## src/rtl/branch_predictor.sv

```systemverilog
// Branch target buffer with per-entry saturating direction counters.
// The fetch stage looks up IF_pc combinationally and gets a predicted next PC.
// The MEM stage feeds back resolved control flow. That feedback trains the
// table, detects mispredictions, and keeps running statistics.
module branch_predictor #(
    parameter int ENTRIES = 16,
    parameter int TAG_W   = 8,
    parameter int CTR_W   = 2,
    parameter int CNT_W   = 16
) (
    input  logic              clk,
    input  logic              rstn,
    // fetch-side lookup
    input  logic [31:0]       IF_pc,
    output logic              hit,
    output logic              pred_taken,
    output logic [31:0]       pred_target,
    // resolved control flow from the MEM stage
    input  logic              upd_valid,
    input  logic              upd_branch,
    input  logic              upd_jump,
    input  logic              upd_taken,
    input  logic [31:0]       upd_pc,
    input  logic [31:0]       upd_target,
    input  logic              upd_pred_taken,
    input  logic [31:0]       upd_pred_target,
    // table maintenance
    input  logic              clear,
    // flush request back to the pipeline
    output logic              mispredict,
    output logic [31:0]       redirect_pc,
    // statistics
    output logic [CNT_W-1:0]  br_cnt,
    output logic [CNT_W-1:0]  mis_cnt
);

    localparam int IW = $clog2(ENTRIES);

    // Counter encodings: the MSB is the taken/not-taken decision.
    localparam logic [CTR_W-1:0] CTR_WT  = CTR_W'(1) << (CTR_W - 1);
    localparam logic [CTR_W-1:0] CTR_WNT = CTR_WT - CTR_W'(1);
    localparam logic [CTR_W-1:0] CTR_MAX = {CTR_W{1'b1}};
    localparam logic [CNT_W-1:0] CNT_MAX = {CNT_W{1'b1}};

    // Flattened view of every entry, so both ports can index the table.
    logic [ENTRIES-1:0]             valid_vec;
    logic [ENTRIES-1:0]             jmp_vec;
    logic [ENTRIES-1:0][TAG_W-1:0]  tag_vec;
    logic [ENTRIES-1:0][31:0]       target_vec;
    logic [ENTRIES-1:0][CTR_W-1:0]  ctr_vec;

    // ------------------------------------------------------------------
    // Lookup port
    // ------------------------------------------------------------------
    logic [IW-1:0]    look_idx;
    logic [TAG_W-1:0] look_tag;
    logic [31:0]      look_seq_pc;

    assign look_idx    = IF_pc[IW+1:2];
    assign look_tag    = IF_pc[IW+1+TAG_W:IW+2];
    assign look_seq_pc = IF_pc + 32'd4;

    // Zero-latency prediction from the current table contents.
    always_comb begin
        hit         = valid_vec[look_idx] && (tag_vec[look_idx] == look_tag);
        pred_taken  = hit && (jmp_vec[look_idx] || ctr_vec[look_idx][CTR_W-1]);
        pred_target = look_seq_pc;
        if (pred_taken) begin
            pred_target = target_vec[look_idx];
        end
    end

    // ------------------------------------------------------------------
    // Update port decode
    // ------------------------------------------------------------------
    logic [IW-1:0]    upd_idx;
    logic [TAG_W-1:0] upd_tag;
    logic             upd_is_ctl;
    logic             ctl;
    logic             upd_hit;
    logic [31:0]      upd_seq_pc;

    assign upd_idx    = upd_pc[IW+1:2];
    assign upd_tag    = upd_pc[IW+1+TAG_W:IW+2];
    assign upd_is_ctl = upd_branch || upd_jump;
    assign ctl        = upd_valid && upd_is_ctl;
    assign upd_hit    = valid_vec[upd_idx] && (tag_vec[upd_idx] == upd_tag);
    assign upd_seq_pc = upd_pc + 32'd4;

    // Misprediction covers direction errors, wrong targets on correctly
    // predicted redirects, and a redirect predicted for a non-control
    // instruction (a stale alias in the table).
    always_comb begin
        mispredict  = 1'b0;
        redirect_pc = upd_seq_pc;
        if (upd_valid) begin
            if (upd_taken != upd_pred_taken) begin
                mispredict = 1'b1;
            end
            if (upd_taken && upd_pred_taken && (upd_target != upd_pred_target)) begin
                mispredict = 1'b1;
            end
            if (!upd_is_ctl && upd_pred_taken) begin
                mispredict = 1'b1;
            end
        end
        if (ctl && upd_taken) begin
            redirect_pc = upd_target;
        end
    end

    // ------------------------------------------------------------------
    // Table entries
    // ------------------------------------------------------------------
    genvar gi;
    generate
        for (gi = 0; gi < ENTRIES; gi++) begin : g_entry
            logic             sel;
            logic             valid_reg,  valid_next;
            logic             jmp_reg,    jmp_next;
            logic [TAG_W-1:0] tag_reg,    tag_next;
            logic [31:0]      target_reg, target_next;
            logic [CTR_W-1:0] ctr_reg,    ctr_next;

            assign sel = upd_valid && (upd_idx == IW'(gi));

            // Training rule for this entry; clear wins over any update.
            always_comb begin
                valid_next  = valid_reg;
                jmp_next    = jmp_reg;
                tag_next    = tag_reg;
                target_next = target_reg;
                ctr_next    = ctr_reg;
                if (clear) begin
                    valid_next = 1'b0;
                    ctr_next   = CTR_WNT;
                end else if (sel && ctl) begin
                    if (upd_hit) begin
                        if (upd_taken) begin
                            if (ctr_reg != CTR_MAX) begin
                                ctr_next = ctr_reg + CTR_W'(1);
                            end
                            target_next = upd_target;
                            jmp_next    = upd_jump;
                        end else if (ctr_reg != '0) begin
                            ctr_next = ctr_reg - CTR_W'(1);
                        end
                    end else if (upd_taken) begin
                        // Only taken control flow earns a table slot.
                        valid_next  = 1'b1;
                        tag_next    = upd_tag;
                        target_next = upd_target;
                        jmp_next    = upd_jump;
                        ctr_next    = CTR_WT;
                    end
                end else if (sel && upd_hit) begin
                    // A non-control instruction matched: drop the alias.
                    valid_next = 1'b0;
                end
            end

            // Entry state; reset discards any pending write entirely.
            always_ff @(posedge clk or negedge rstn) begin
                if (!rstn) begin
                    valid_reg  <= 1'b0;
                    jmp_reg    <= 1'b0;
                    tag_reg    <= '0;
                    target_reg <= '0;
                    ctr_reg    <= CTR_WNT;
                end else begin
                    valid_reg  <= valid_next;
                    jmp_reg    <= jmp_next;
                    tag_reg    <= tag_next;
                    target_reg <= target_next;
                    ctr_reg    <= ctr_next;
                end
            end

            assign valid_vec[gi]  = valid_reg;
            assign jmp_vec[gi]    = jmp_reg;
            assign tag_vec[gi]    = tag_reg;
            assign target_vec[gi] = target_reg;
            assign ctr_vec[gi]    = ctr_reg;
        end
    endgenerate

    // ------------------------------------------------------------------
    // Statistics (unaffected by clear)
    // ------------------------------------------------------------------
    logic [CNT_W-1:0] br_cnt_reg;
    logic [CNT_W-1:0] mis_cnt_reg;

    // Saturating event counters for resolved control flow and mispredicts.
    always_ff @(posedge clk or negedge rstn) begin
        if (!rstn) begin
            br_cnt_reg  <= '0;
            mis_cnt_reg <= '0;
        end else begin
            if (ctl && (br_cnt_reg != CNT_MAX)) begin
                br_cnt_reg <= br_cnt_reg + CNT_W'(1);
            end
            if (mispredict && (mis_cnt_reg != CNT_MAX)) begin
                mis_cnt_reg <= mis_cnt_reg + CNT_W'(1);
            end
        end
    end

    assign br_cnt  = br_cnt_reg;
    assign mis_cnt = mis_cnt_reg;

endmodule

```

## config.mk

```make
export PLATFORM = sky130hd
export DESIGN_NAME = branch_predictor
export DESIGN_NICKNAME = d
export VERILOG_FILES = /design/src/rtl/branch_predictor.sv
export SDC_FILE = /design/constraint.sdc
export NUM_CORES = 1
export LEC_CHECK = 0
export ABC_AREA = 0
export BUFFER_PORTS_ARGS = -buffer_cell sky130_fd_sc_hd__buf_4
export CAP_MARGIN = 25
export CORE_MARGIN = 4
export CORE_UTILIZATION = 56
export CTS_CLUSTER_SIZE = 40
export DETAILED_ROUTE_END_ITERATION = 8
export PLACE_DENSITY = 0.82
export SLEW_MARGIN = 20
export SYNTH_ARGS = -nofsm -noshare
export SYNTH_HDL_FRONTEND = slang
export SYNTH_SLANG_ARGS = --single-unit
```

## constraint.sdc

```tcl
create_clock -name clk -period 3.6 [get_ports clk]
set_clock_uncertainty 0.1 [all_clocks]
set_input_delay 0.36 -clock clk [delete_from_list [all_inputs] [get_ports clk]]
set_output_delay 0.36 -clock clk [all_outputs]
set_load 0.005 [all_outputs]
```

==> results.ini, run 1 <==
[run_status]
outcome = finished with violations
violations = negative setup slack

[power]
power_density_nw_per_um2 = 486
p_clk_share_pct = 38.5
p_seq_share_pct = 46.0
max-vdd-ir-drop_v = 0.000357
switchingPower_mw = 5.43
power_mw = 21.3
switching_share_pct = 25.5
p_comb_share_pct = 15.5
power_leakage_nw = 19.9
internal-power_mw = 15.9

[synthesis]
synth_top_area_share_pct = 48.2
synthesis.nets = 2827
yosysTopAreaCell = dfrtp_1
yosys_warnings = 0
async_flop_share_pct = 100
synthCells = 2683
synthFlopType = dfrtp_1
ys_types = 66
ys_seq_area_share_pct = 49.3
syn-cell-area_um2 = 37400
synth_seq_cells = 736
syn_area_per_cell_um2 = 13.9
yosys-top-cells-area = dfrtp_1, mux2_2, mux4_2
synth_edf_count = 0

[floorplanning]
die-area_um2 = 71000
initial_core_util_pct = 56.7
die_x_um = 266
io_pins = 235
core-area_um2 = 66000
dieHeight_um = 266
placementRows = 94

[routing]
routed_wl_um = 109000
wire_per_inst_um = 28.4
detail-route-antenna-nets = 0
firstDrtPassIters = 8
viasPerCell = 6.56
via_count = 25200
drc = 0
drt_iter0_markers = 2552

[global_route]
grtUsageMet2_pct = 49.7
grtUsageTotal_pct = 30.8
grt_pass1_wl_um = 166000
busiest_layer = met2
gr-usage-met1_pct = 40.7
grtUsageMet3_pct = 7.81
grt_pass1_vias = 27000
gr-total-overflow = 0
grt_max_degree = 112
antenna_found_initial = 6

[cells_and_area]
area_delta_synth_final_pct = 17.1
nets = 3065
largest_register_ffs = 512
fin_cells = 3844
drive_gt1_share_pct = 50.6
fin_area_um2 = 43800

[setup_path]
path_max_fanout = 17
required_ns = 3.14
critPathKind = reg -> out
rr_worst_depth = 8
start_kind = flip-flop
worst_setup_path_end_kind = primary output
critPathArrivalTime_ns = 3.85

[flow_run]
maxCapViolCount = 0

[clocking]
cts_buffers = 77
clockRootBuffer = clkbuf_16
clkSinkCount = 736
cts_tree = done
clock_latency_ns = 0.63
htreeDepth = 3
clk_pin_slew_ns = 0.06
clockBufferDepth = 3

[timing]
finalWorstSetupSlack_ns = -0.714
fmax_mhz = 232
slew_violations = 0
timing.final.crit_share_pct = 120
period_needed_ns = 4.31
hold_viol = 0
rsz0062_at_grt = true
max-slew-margin-rel_pct = 45.4
finalSetupViolCount = 32
worst_pin_slew_ns = 0.818

[place]
port_buffers = 234
dp_hpwl_um = 70800
gp_congestion = 0.962
place_area_um2 = 40900
dpl.cell_count = 3696

[worst_hold_path]
hold_path_depth = 2
hp-class = in -> reg

[power groups by stage]
stage / Clock, mW / Sequential [mW] / Combinational, mW
final: 8.21 / 9.80 / 3.30
after global placement: 0 / 9.80 / 3.09
after global routing: 8.65 / 9.89 / 3.52
after CTS: 8.29 / 9.78 / 3.29
after floorplan: 0 / 9.70 / 2.04
after detailed placement: 0 / 9.91 / 3.22
[kinds of logic after synthesis]
| family | Yosys count | share of synthesized area (%) |
|---|---|---|
| mux | 958 | 35.5 |
| flops | 736 | 49.3 |
| simple gates | 368 | 4.86 |
| buf+inv | 276 | 3.14 |
| compound gates | 190 | 3.40 |
| xor+xnor | 132 | 3.09 |
| fa+ha+maj | 23 | 0.669 |
[through the flow]
step	setup TNS (ns)	setup WS [ns]	utilization, %	hold slack [ns]
2_1_floorplan	0	0.0875	-	-0.0356
3_3_place_gp	-20.20	-0.642	62.0	0.330
3_5_place_dp	-20.53	-0.652	62.0	0.347
4_1_cts	-21.59	-0.706	66.3	0.00347
5_1_grt	-25.91	-0.835	66.4	0.0232
6_report	-21.73	-0.714	66.4	0.0315
[synth_stat cells (11+ instances only)]
master	n
a21oi_1	54
nand4_1	18
and3_1	15
dfstp_2	16
nand3_1	43
xor2_1	70
a221oi_1	12
mux2_2	711
o21ai_0	38
maj3_1	15
buf_4	15
clkbuf_1	170
buf_2	37
xnor2_1	62
and2_1	27
o22ai_1	11
mux4_2	222
nor2b_1	20
nand2_1	76
nand2b_1	12
mux2i_1	19
inv_1	28
o311ai_0	11
dfrtp_1	720
buf_1	20
nor2_1	101
nor3_1	23
nor4_1	12
[per-layer routing]
metal / wire length [µm] / up-vias
met5: 54 / -
met4: 5120 / 8
met3: 10400 / 335
met2: 52300 / 1288
met1: 41200 / 13200
li1: - / 10400
[final timing paths]
kind	startpoint	endpoint	slack (ns)
worst max-delay path	g_entry[12].tag_reg[0]	pred_target[8]	-0.71
worst min-delay path	upd_target[12]	g_entry[1].target_reg[12]	0.03
worst max register to register	g_entry[10].tag_reg[3]	g_entry[11].valid_reg	0.24
worst min register to register	br_cnt[9]	br_cnt[9]	0.40
max in group asynchronous	rstn	g_entry[4].target_reg[21]	2.01
min in group asynchronous	rstn	g_entry[2].tag_reg[4]	0.25
[repair_timing]
| action | CTS | global route |
|---|---|---|
| buffers inserted | 4 | 1 |
| hold buffers | 5 | 0 |
| endpoints found under the setup margin | 34 | 38 |
| gates resized for setup | 38 | 4 |
| hold endpoints to repair | 97 | 0 |
| pin swaps | 3 | 0 |
[area by class of cell]
class                   instances  area, µm²
clock inverters                27        369
repair buffers                406       3530
flip-flops and latches        736      18400
fillers                      4459      22200
well taps                     864       1080
diodes                          1       2.50
inverters                      29        109
multi-input cells            1671      18000
clock buffers                 110       2240
[worst max-delay path, cell delays in order (launching register included)]
cell and delay [ns]:
dfrtp_1 0.40, mux4_2 0.46, mux4_2 0.51, xnor2_2 0.20, nand2_2 0.11, nor4b_4 0.29, buf_4 0.17, nor4bb_4 0.17
buf_4 0.19, buf_12 0.19, mux2_2 0.36, buf_4 0.14
[cells in the final DEF (no fill, tap or decap), types with 13 or more instances in the layout]
master	instances
xor2_1	70
o21ai_0	38
clkinv_2	13
xnor2_1	58
nor2b_1	19
mux2_2	698
mux2i_1	19
buf_12	31
a21oi_1	54
nand3_1	41
and2_1	27
clkbuf_16	78
maj3_1	15
nor3_1	23
clkbuf_1	15
mux2_4	14
dfrtp_1	720
nor2_1	89
inv_1	28
nand4_1	18
dfstp_2	16
mux4_2	222
clkbuf_8	17
nand2_1	71
buf_6	18
buf_4	350
and3_1	15
Note: power is estimated with default switching activity, not from simulation.
==> inputs of run 2 (changes only) <==
--- a/config.mk
+++ b/config.mk
@@ -8,11 +8,13 @@
 export ABC_AREA = 0
 export BUFFER_PORTS_ARGS = -buffer_cell sky130_fd_sc_hd__buf_4
 export CAP_MARGIN = 25
+export CORE_ASPECT_RATIO = 0.75
 export CORE_MARGIN = 4
-export CORE_UTILIZATION = 56
+export CORE_UTILIZATION = 57
+export CTS_BUF_LIST = sky130_fd_sc_hd__clkbuf_4 sky130_fd_sc_hd__clkbuf_8
 export CTS_CLUSTER_SIZE = 40
 export DETAILED_ROUTE_END_ITERATION = 8
-export PLACE_DENSITY = 0.82
+export PLACE_DENSITY = 0.84
 export SLEW_MARGIN = 20
 export SYNTH_ARGS = -nofsm -noshare
 export SYNTH_HDL_FRONTEND = slang
==> results.ini, run 2 (same netlist as run 1, synthesis figures left out) <==
[place]
dp_hpwl_um = 68400  ; was 70800 µm
gp_congestion = 0.990  ; was 0.962
place_area_um2 = 40900  ; about the same
dpl.cell_count = 3689  ; was 3696
port_buffers = 234  ; unchanged

[clocking]
cts_tree = done  ; unchanged
clock_latency_ns = 0.72  ; was 0.63 ns
clkSinkCount = 736  ; unchanged
clockRootBuffer = clkbuf_8  ; was clkbuf_16
clockBufferDepth = 3  ; unchanged
cts_buffers = 108  ; was 77
clk_pin_slew_ns = 0.06  ; about the same
htreeDepth = 3  ; unchanged

[global_route]
gr-total-overflow = 0  ; unchanged
grt_max_degree = 160  ; was 112
gr-usage-met1_pct = 41.4  ; was 40.7%
antenna_found_initial = 0  ; was 6
grt_pass1_vias = 27000  ; about the same
grt_pass1_wl_um = 164000  ; was 166000 µm
grtUsageMet2_pct = 47.0  ; was 49.7%
grtUsageMet3_pct = 8.53  ; was 7.81%
grtUsageTotal_pct = 30.6  ; was 30.8%
busiest_layer = met2  ; unchanged

[timing]
timing.final.crit_share_pct = 122  ; was 120%
worst_pin_slew_ns = 0.857  ; was 0.818 ns
slew_violations = 0  ; unchanged
hold_viol = 0  ; unchanged
period_needed_ns = 4.40  ; was 4.31 ns
max-slew-margin-rel_pct = 42.9  ; was 45.4%
fmax_mhz = 227  ; was 232 MHz
finalSetupViolCount = 34  ; was 32
rsz0062_at_grt = true  ; unchanged
finalSetupTns_ns = -24.56  ; was -21.73 ns
finalWorstSetupSlack_ns = -0.803  ; was -0.714 ns

[power]
power_density_nw_per_um2 = 460  ; was 486 nW/µm²
internal-power_mw = 14.9  ; was 15.9 mW
switching_share_pct = 26.7  ; was 25.5%
p_seq_share_pct = 48.3  ; was 46.0%
max-vdd-ir-drop_v = 0.000280  ; was 0.000357 V
p_clk_share_pct = 35.2  ; was 38.5%
switchingPower_mw = 5.41  ; was 5.43 mW
power_leakage_nw = 20.1  ; was 19.9 nW
p_comb_share_pct = 16.4  ; was 15.5%

[routing]
firstDrtPassIters = 9  ; was 8
detail-route-antenna-nets = 0  ; unchanged
routed_wl_um = 108000  ; was 109000 µm
drc = 0  ; unchanged
drt_iter0_markers = 2805  ; was 2552
viasPerCell = 6.49  ; was 6.56
via_count = 25600  ; was 25200
wire_per_inst_um = 27.4  ; was 28.4 µm

[cells_and_area]
area_delta_synth_final_pct = 17.8  ; was 17.1%
fillers = 4193  ; was 4459
fin_cells = 3937  ; was 3844
largest_register_ffs = 512  ; unchanged
final_common_cell = dfrtp_1  ; unchanged
nets = 3125  ; was 3065
postLayoutCoreUtil_pct = 67.7  ; was 66.4%
mostFrequentLayoutCells = dfrtp_1, mux2_2, buf_4, mux4_2, clkbuf_8  ; was dfrtp_1, mux2_2, buf_4, mux4_2, nor2_1
drive_gt1_share_pct = 51.5  ; was 50.6%
fin_area_um2 = 44100  ; was 43800 µm²

[setup_path]
start_kind = flip-flop  ; unchanged
critPathKind = reg -> out  ; unchanged
critPathArrivalTime_ns = 3.94  ; was 3.85 ns
path_max_fanout = 16  ; was 17
r2r_slack_ns = 0.11  ; was 0.24 ns
worst_setup_path_end_kind = primary output  ; unchanged
required_ns = 3.14  ; about the same

[run_status]
outcome = finished with violations  ; unchanged
violations = negative setup slack  ; unchanged

[worst_hold_path]
hp-class = in -> reg  ; unchanged

[floorplanning]
die_x_um = 304  ; was 266 µm
initial_core_util_pct = 57.5  ; was 56.7%
core-area_um2 = 65100  ; was 66000 µm²
placementRows = 81  ; was 94
io_pins = 235  ; unchanged
die-area_um2 = 69800  ; was 71000 µm²
dieHeight_um = 230  ; was 266 µm

[flow_run]
maxCapViolCount = 0  ; unchanged

==> run 2: worst max-delay path, cell delays in order, from the launching register on <==
cell and delay [ns]:
dfrtp_1 0.39, mux4_2 0.47, mux4_2 0.52, xnor2_2 0.20, nand2_2 0.12, nor4b_4 0.24, buf_4 0.15, nor4bb_4 0.19
buf_6 0.23, buf_16 0.21, buf_4 0.15, mux2i_1 0.19, buf_4 0.14
==> run 2: per-stage QoR <==
| stage | setup slack, ns | power [mW] | hold WS [ns] |
|---|---|---|---|
| after detailed placement | -0.443 | 13.1 | 0.287 |
| after floorplan | 0.0875 | 11.7 | -0.0356 |
| after global placement | -0.282 | 12.9 | 0.266 |
| after global routing | -0.914 | 21.1 | 0.0423 |
| final | -0.803 | 20.3 | 0.0970 |
| after CTS | -0.779 | 20.3 | 0.0354 |
==> run 2: cell type report <==
| type | instances | area (µm²) | area share, % |
|---|---|---|---|
| clock buffers | 169 | 2090 | 4.75 |
| flip-flops and latches | 736 | 18400 | 41.8 |
| well taps | 871 | 1090 | 2.47 |
| diodes | 1 | 2.50 | 0.00568 |
| inverters | 29 | 109 | 0.247 |
| multi-input cells | 1671 | 18100 | 41.2 |
| repair buffers | 435 | 3980 | 9.03 |
| clock inverters | 25 | 211 | 0.480 |
==> run 2: final timing paths <==
| check | startpoint | end | cells after the start |
|---|---|---|---|
| setup / recovery | g_entry[15].tag_reg[0] | pred_target[2] | 12 |
| hold / removal | upd_valid | br_cnt[0] | 3 |
| setup reg to reg | g_entry[2].tag_reg[3] | g_entry[3].valid_reg | 9 |
| hold reg to reg | g_entry[15].target_reg[10] | g_entry[15].target_reg[10] | 1 |
| max in group asynchronous | rstn | g_entry[12].target_reg[23] | 3 |
| min in group asynchronous | rstn | mis_cnt[7] | 2 |
==> run 2: power groups by stage <==
| stage | Combinational [mW] | Sequential [mW] | Clock, mW |
|---|---|---|---|
| after floorplan | 2.04 | 9.70 | 0 |
| after global placement | 3.04 | 9.82 | 0 |
| after detailed placement | 3.18 | 9.91 | 0 |
| after CTS | 3.28 | 9.78 | 7.21 |
| after global routing | 3.57 | 9.89 | 7.60 |
| final | 3.33 | 9.79 | 7.13 |
==> run 2: routing by layer <==
layer	share of wire (%)	vias to the layer above
li1	-	10500
met1	39	13300
met2	46	1447
met3	11	306
met4	4.8	0
met5	0	-
==> run 2: timing repair <==
action                                  in CTS  in global routing
hold buffers                                44                  0
pin swaps                                    2                  1
endpoints found under the hold margin      703                  0
cloned                                       1                  1
endpoints found under the setup margin      34                 38
resized for setup                           45                 39
setup buffers                                3                  4
